**config.mk**
```make
export PLATFORM = sky130hd
export DESIGN_NAME = des_key_sched_ctrl
export DESIGN_NICKNAME = d
export VERILOG_FILES = /design/src/rtl/des_key_sched_ctrl.sv
export SDC_FILE = /design/constraint.sdc
export NUM_CORES = 1
export LEC_CHECK = 0
export CAP_MARGIN = 10
export CORE_AREA = 4 4 108 120
export CTS_BUF_LIST = sky130_fd_sc_hd__clkbuf_4
export DETAILED_ROUTE_END_ITERATION = 8
export DIE_AREA = 0 0 112 124
export PLACE_DENSITY = 0.83
export SLEW_MARGIN = 20
export SYNTH_ARGS = -nofsm -noshare
export SYNTH_HDL_FRONTEND = slang
export SYNTH_SLANG_ARGS = --single-unit
```
**constraint.sdc**
```tcl
create_clock -name clk -period 4 [get_ports clk]
set_clock_uncertainty 0.1 [all_clocks]
set_input_delay 0.4 -clock clk [delete_from_list [all_inputs] [get_ports clk]]
set_output_delay 0.4 -clock clk [all_outputs]
set_load 0.01 [all_outputs]
```
**src/rtl/des_key_sched_ctrl.sv**
```systemverilog
// DES key schedule sequencer: PC1 on key acceptance, per-round C/D rotation, and PC2 on the
// current C/D register to emit the 16 round subkeys in encrypt or decrypt order.
module des_key_sched_ctrl #(
    parameter bit PARITY_CHECK = 1'b0
) (
    input  logic        clk,
    input  logic        rst_n,
    input  logic        key_valid,
    output logic        key_ready,
    input  logic [0:63] key_in,
    input  logic        decrypt,
    input  logic        abort,
    output logic        subkey_valid,
    input  logic        subkey_ready,
    output logic [0:47] subkey,
    output logic [3:0]  round_idx,
    output logic        last,
    output logic        key_err,
    output logic        busy
);

    typedef enum logic [0:0] {StIdle, StRun} state_e;

    // Table entries are 1-based DES bit numbers.
    localparam int unsigned PC1_TAB [56] = '{
        57, 49, 41, 33, 25, 17,  9,  1, 58, 50, 42, 34, 26, 18,
        10,  2, 59, 51, 43, 35, 27, 19, 11,  3, 60, 52, 44, 36,
        63, 55, 47, 39, 31, 23, 15,  7, 62, 54, 46, 38, 30, 22,
        14,  6, 61, 53, 45, 37, 29, 21, 13,  5, 28, 20, 12,  4
    };

    localparam int unsigned PC2_TAB [48] = '{
        14, 17, 11, 24,  1,  5,  3, 28, 15,  6, 21, 10,
        23, 19, 12,  4, 26,  8, 16,  7, 27, 20, 13,  2,
        41, 52, 31, 37, 47, 55, 30, 40, 51, 45, 33, 48,
        44, 49, 39, 56, 34, 53, 46, 42, 50, 36, 29, 32
    };

    state_e      state_q, state_d;
    logic [0:55] cd_q, cd_d;
    logic        dec_q, dec_d;
    logic [3:0]  round_q, round_d;
    logic        key_err_q, key_err_d;

    logic [0:55] pc1_out;
    logic [0:47] pc2_out;
    logic [7:0]  byte_odd;
    logic        parity_ok;

    for (genvar i = 0; i < 56; i++) begin : g_pc1
        localparam int unsigned Src = PC1_TAB[i] - 1;
        assign pc1_out[i] = key_in[Src];
    end

    for (genvar i = 0; i < 48; i++) begin : g_pc2
        localparam int unsigned Src = PC2_TAB[i] - 1;
        assign pc2_out[i] = cd_q[Src];
    end

    for (genvar b = 0; b < 8; b++) begin : g_parity
        assign byte_odd[b] = ^key_in[8*b +: 8];
    end

    assign parity_ok = &byte_odd;

    // Rounds 1, 2, 9 and 16 rotate by one, all others by two.
    function automatic logic [1:0] shift_amt(input logic [3:0] r);
        return (r == 4'd0 || r == 4'd1 || r == 4'd8 || r == 4'd15) ? 2'd1 : 2'd2;
    endfunction

    function automatic logic [0:27] rotl28(input logic [0:27] v, input logic [1:0] n);
        return (n == 2'd2) ? {v[2:27], v[0:1]} : {v[1:27], v[0]};
    endfunction

    function automatic logic [0:27] rotr28(input logic [0:27] v, input logic [1:0] n);
        return (n == 2'd2) ? {v[26:27], v[0:25]} : {v[27], v[0:26]};
    endfunction

    function automatic logic [0:55] rot_cd(input logic [0:55] v, input logic [1:0] n,
                                           input logic right);
        if (right) return {rotr28(v[0:27], n), rotr28(v[28:55], n)};
        else       return {rotl28(v[0:27], n), rotl28(v[28:55], n)};
    endfunction

    always_comb begin
        state_d   = state_q;
        cd_d      = cd_q;
        dec_d     = dec_q;
        round_d   = round_q;
        key_err_d = 1'b0;
        unique case (state_q)
            StIdle: begin
                if (key_valid) begin
                    if (PARITY_CHECK && !parity_ok) begin
                        key_err_d = 1'b1;
                    end else begin
                        // Decrypt starts from C0D0, which equals C16D16 after 28 total shifts.
                        cd_d    = decrypt ? pc1_out : rot_cd(pc1_out, 2'd1, 1'b0);
                        dec_d   = decrypt;
                        round_d = 4'd0;
                        state_d = StRun;
                    end
                end
            end
            StRun: begin
                if (abort) begin
                    state_d = StIdle;
                    round_d = 4'd0;
                end else if (subkey_ready) begin
                    if (round_q == 4'd15) begin
                        state_d = StIdle;
                        round_d = 4'd0;
                    end else begin
                        cd_d = dec_q ? rot_cd(cd_q, shift_amt(4'd15 - round_q), 1'b1)
                                     : rot_cd(cd_q, shift_amt(round_q + 4'd1), 1'b0);
                        round_d = round_q + 4'd1;
                    end
                end
            end
        endcase
    end

    always_ff @(posedge clk or negedge rst_n) begin
        if (!rst_n) begin
            state_q   <= StIdle;
            cd_q      <= '0;
            dec_q     <= 1'b0;
            round_q   <= 4'd0;
            key_err_q <= 1'b0;
        end else begin
            state_q   <= state_d;
            cd_q      <= cd_d;
            dec_q     <= dec_d;
            round_q   <= round_d;
            key_err_q <= key_err_d;
        end
    end

    assign key_ready    = (state_q == StIdle);
    assign busy         = (state_q == StRun);
    assign subkey_valid = (state_q == StRun);
    assign round_idx    = round_q;
    assign last         = subkey_valid && (round_q == 4'd15);
    assign key_err      = key_err_q;
    assign subkey       = pc2_out;

endmodule

```
==> results <==
- The number of enable flip-flop cells after synthesis is 0.
- The root buffer selected by CTS is sky130_fd_sc_hd__clkbuf_4.
- After legalization and detailed placement, the total HPWL measured between 10,000 and 15,000 µm.
- After detailed routing, the number of remaining DRC violations is 0.
- Hold is met by around 0.014 ns.
- By count the netlist is led by sky130_fd_sc_hd__nand2_1 (114), sky130_fd_sc_hd__dfrtp_1 (62), sky130_fd_sc_hd__nand3_1 (58).
- Summing the areas of all compound-gate instances in the mapped netlist gives 32.46% of the synthesized area.
- The die footprint is roughly 14,000 µm².
- Of the total synthesized cell area, the portion taken by XOR and XNOR cells is 0%.
- The number of setup buffers added after CTS is 0.
- The vertical die dimension is 124 µm.
- The register area is 1556 µm².
- Across all layers, the routed design uses 6,534 vias.
- The run finished with clean final reports.
- At the end of routability-driven placement, the weighted congestion stood at 0.8985.
- Counting distinct cell types in the post-synthesis netlist gives 41.
- The insertion delay of the later-clocked pin in the worst-skew pair is ~0.43 ns.
- The flip-flop cell with the highest count after synthesis is sky130_fd_sc_hd__dfrtp_1.
- The clock slew seen by the registers of the worst setup and hold paths is 0.12 ns.
- The width of the die is 112 µm.
- The kind of end point of the critical path is a primary output.
- Setup violations remaining at the end of the flow were counted as 0.
- The portion of synthesized cell area occupied by the leading cell type is 24.57%.
- The post-detailed-routing wire length is 18,370 µm.
- The relative slew slack is 35.70%.
- The total of cells resized after clock tree synthesis is 0.
- The pin count of the biggest net entering global routing is 86.
- The number of antenna cells inserted is 0.
- Cells with a size suffix above 1 make up 4.680% of the layout.
- In the synthesized netlist, mux cells make up 9.215% of the area.
- The final sum of negative setup slack is 0 ns.
- The initial cell density of the core is 53.40%.
- For the worst setup path, the data required time is approximately 3.5 ns.
- The cell type with the highest aggregate area in the netlist is sky130_fd_sc_hd__dfrtp_1.
- The number of antenna violations at the first check in global routing was 0.
- The post-synthesis instance total is 817.
- The final layout contains 882 nets.
- The combined global-route utilization of all metal layers is 25.77%.
- The synthesized netlist devotes 0.9909% of its cell area to adder and majority cells.
- Setup repair after global routing left no endpoint under its margin.
- The overflow left after global routing is 0.
- The clock passes through at most 2 buffers.
- Synthesis produced a netlist with a net count of 892.
- In the synthesized netlist the async set-or-reset flop fraction comes to 100.0%.
- In this run the worst path has a maximum fanout of 9.
- The count of port buffers added during placement is 117.
- The data arrival time at the worst-slack endpoint is 2.17 ns.
- Sequential cells were found to cover 24.57% of the synthesized design area.
- STA classifies the critical path startpoint as a register.
- The detailed-route vias per instance is 6.764.
- The final-report max-slew violation count is 0.
- The main combinational cell family by area after synthesis is compound AO/OA/AOI/OAI gates.
- The area growth from synthesis to layout is 12.21%.
- The floorplan has 42 rows.
- Sorting the synthesized cells by area gives the leading types as sky130_fd_sc_hd__dfrtp_1 (25%), sky130_fd_sc_hd__mux2i_1 (9.0%), sky130_fd_sc_hd__a311oi_1 (7.8%), sky130_fd_sc_hd__nand2_1 (6.8%), sky130_fd_sc_hd__o31ai_1 (6.8%).
- Before antenna repair, the detailed router went through 5 iterations.
- In this run the power density over the cells is 416.0 nW/µm².
- The detail route stage leaves a number of antenna-violating nets equal to 0.
- The static leakage is 2.538 nW.
- The worst path uses 66.66% of the clock period.
- In the post-synthesis netlist, the cell with the most instances is sky130_fd_sc_hd__nand2_1.
- The path type of the worst min-delay path is primary input to asynchronous set/reset pin.
- The shortest period the worst path allows is 2.666 ns.
- Tracing the worst setup path back leads to its startpoint at round_idx[1].
- The slowest cell on the critical path is sky130_fd_sc_hd__clkdlybuf4s50_1.
- The critical path goes through ha_1 > nand2_1 > nor3_1 > clkdlybuf4s50_1.
- The slew at the pin closest to its max-slew limit is 0.9645 ns.
- The classification of the worst setup path is register to primary output.
- After detailed routing, the average wire length per cell comes to 19.02 µm.
- The number of design-rule violations left by the first detailed-router iteration is 758.
- The total clock sinks is 62.
- IR analysis of the VDD net gives a maximum drop of 258.0 µV.
- The final hold violation count is 0.
- The area used by multi-input combinational logic is 3911 µm².
- The total number of yosys warnings is 0.
- Summing every instance area after synthesis gives 6314 µm².
- Buffers inserted during clock tree synthesis total 9.
- The via count of the first global-routing pass was 6,324.
- In this run the count of I/O pins placed on the die edge is 127.
- The average cell area after synthesis is 7.728 µm².
- The H-tree depth reported by CTS is 3.
- The count of filler cells inserted in the layout is 1,071.
- After floorplanning, the core was sized to cover 11,820 µm².
- The synthesized netlist devotes 18.83% of its cell area to simple gates.
- Derived from the worst setup path, the maximum achievable clock frequency is 375.0 MHz.
- Across the run, the number of max-cap violations was 0.
- In this run, synthesis produced a sequential element count of 62.
- The CTS tree is built.
- The number of hold buffers added after CTS is 0.
- The global-route wire length before repair is 30,060 µm.
- The startpoint of the most critical register-to-register path is round_idx[2].
- The critical path's largest stage delay is between 0.5 and 0.6 ns.
[sequential cells by signal, summed over array words and instances (netlist names)]
signal and flops:
dec_q 1, busy 1, round_idx 4, cd_q 56
[cell usage in the layout (no fill, tap or decap), types with 2 or more instances in the layout]
master | netlist | layout
sky130_fd_sc_hd__nand2_1 | 114 | 114
sky130_fd_sc_hd__clkdlybuf4s50_1 | 0 | 115
sky130_fd_sc_hd__o31ai_1 | 57 | 57
sky130_fd_sc_hd__clkinv_1 | 0 | 4
sky130_fd_sc_hd__nand2b_1 | 2 | 2
sky130_fd_sc_hd__dfrtp_1 | 62 | 60
sky130_fd_sc_hd__a31oi_1 | 56 | 56
sky130_fd_sc_hd__clkbuf_4 | 0 | 12
sky130_fd_sc_hd__nand3_1 | 58 | 58
sky130_fd_sc_hd__o21ai_0 | 34 | 34
sky130_fd_sc_hd__a211oi_1 | 56 | 56
sky130_fd_sc_hd__ha_1 | 5 | 5
sky130_fd_sc_hd__o21ai_1 | 25 | 25
sky130_fd_sc_hd__buf_4 | 56 | 9
sky130_fd_sc_hd__mux2i_1 | 57 | 57
sky130_fd_sc_hd__buf_12 | 0 | 4
sky130_fd_sc_hd__nor2b_1 | 57 | 56
sky130_fd_sc_hd__inv_1 | 4 | 4
sky130_fd_sc_hd__a311oi_1 | 56 | 56
sky130_fd_sc_hd__a21oi_1 | 2 | 2
[metal layers]
metal  up-vias  global-route usage [%]  part of all wire [%]
met2       378                   43.18                    48
met3        48                   5.151                   9.4
met1      3094                   32.74                    41
met4         0                   10.74                   2.1
met5         -                       0                     0
li1       3014                       -                     -
[power by group]
part,switching [mW],internal (mW)
clock,0.239,0.141
sequential,0.308,0.801
combinational,0.743,0.714
total,1.29,1.66
[metrics by stage]
stage                     util (%)  power (mW)  instances  area, µm²  setup WS (ns)
after floorplan                  -       2.149        817       6314          1.927
after global placement       59.01       2.508        950       6977          1.401
after detailed placement     59.01       2.550        950       6977          1.335
after CTS                    59.89       2.936        966       7082          1.318
after global routing         59.92       3.156        966       7084          1.174
final                        59.92       2.947        966       7084          1.334
[kinds of logic after synthesis]
kind of cell,count (synthesis)
AO/OA/AOI/OAI,293
AND/OR/NAND/NOR,244
buffers and inverters,154
flip-flops,62
multiplexers,58
adder cells (fa/ha/maj),5
other,1
[worst paths after layout]
check | slack (ns) | depth (start not counted) | to
setup / recovery | 1.33 | 4 | last
hold / removal | 0.01 | 1 | round_idx[1]
setup reg to reg | 1.41 | 5 | cd_q[33]
hold reg to reg | 0.53 | 1 | round_idx[0]
max in group asynchronous | 2.87 | 2 | cd_q[15]
min in group clk | 0.50 | 2 | round_idx[1]
[layout make-up]
class                   instances  share of cell area (%)
inverters                       4                  0.2119
flip-flops and latches         62                   21.97
repair buffers                129                   18.40
clock buffers                  12                   1.272
multi-input cells             601                   55.21
clock inverters                 4                  0.2119
well taps                     154                   2.720
[worst max-delay path, delay by kind of cell, from the launching register on]
kind | cells | cell delay, ns
AND/OR/NAND/NOR | 2 | 0.32
buffers and inverters | 1 | 0.57
flip-flops | 1 | 0.52
adder cells (fa/ha/maj) | 1 | 0.34
Note: power is estimated with default switching activity, not from simulation.
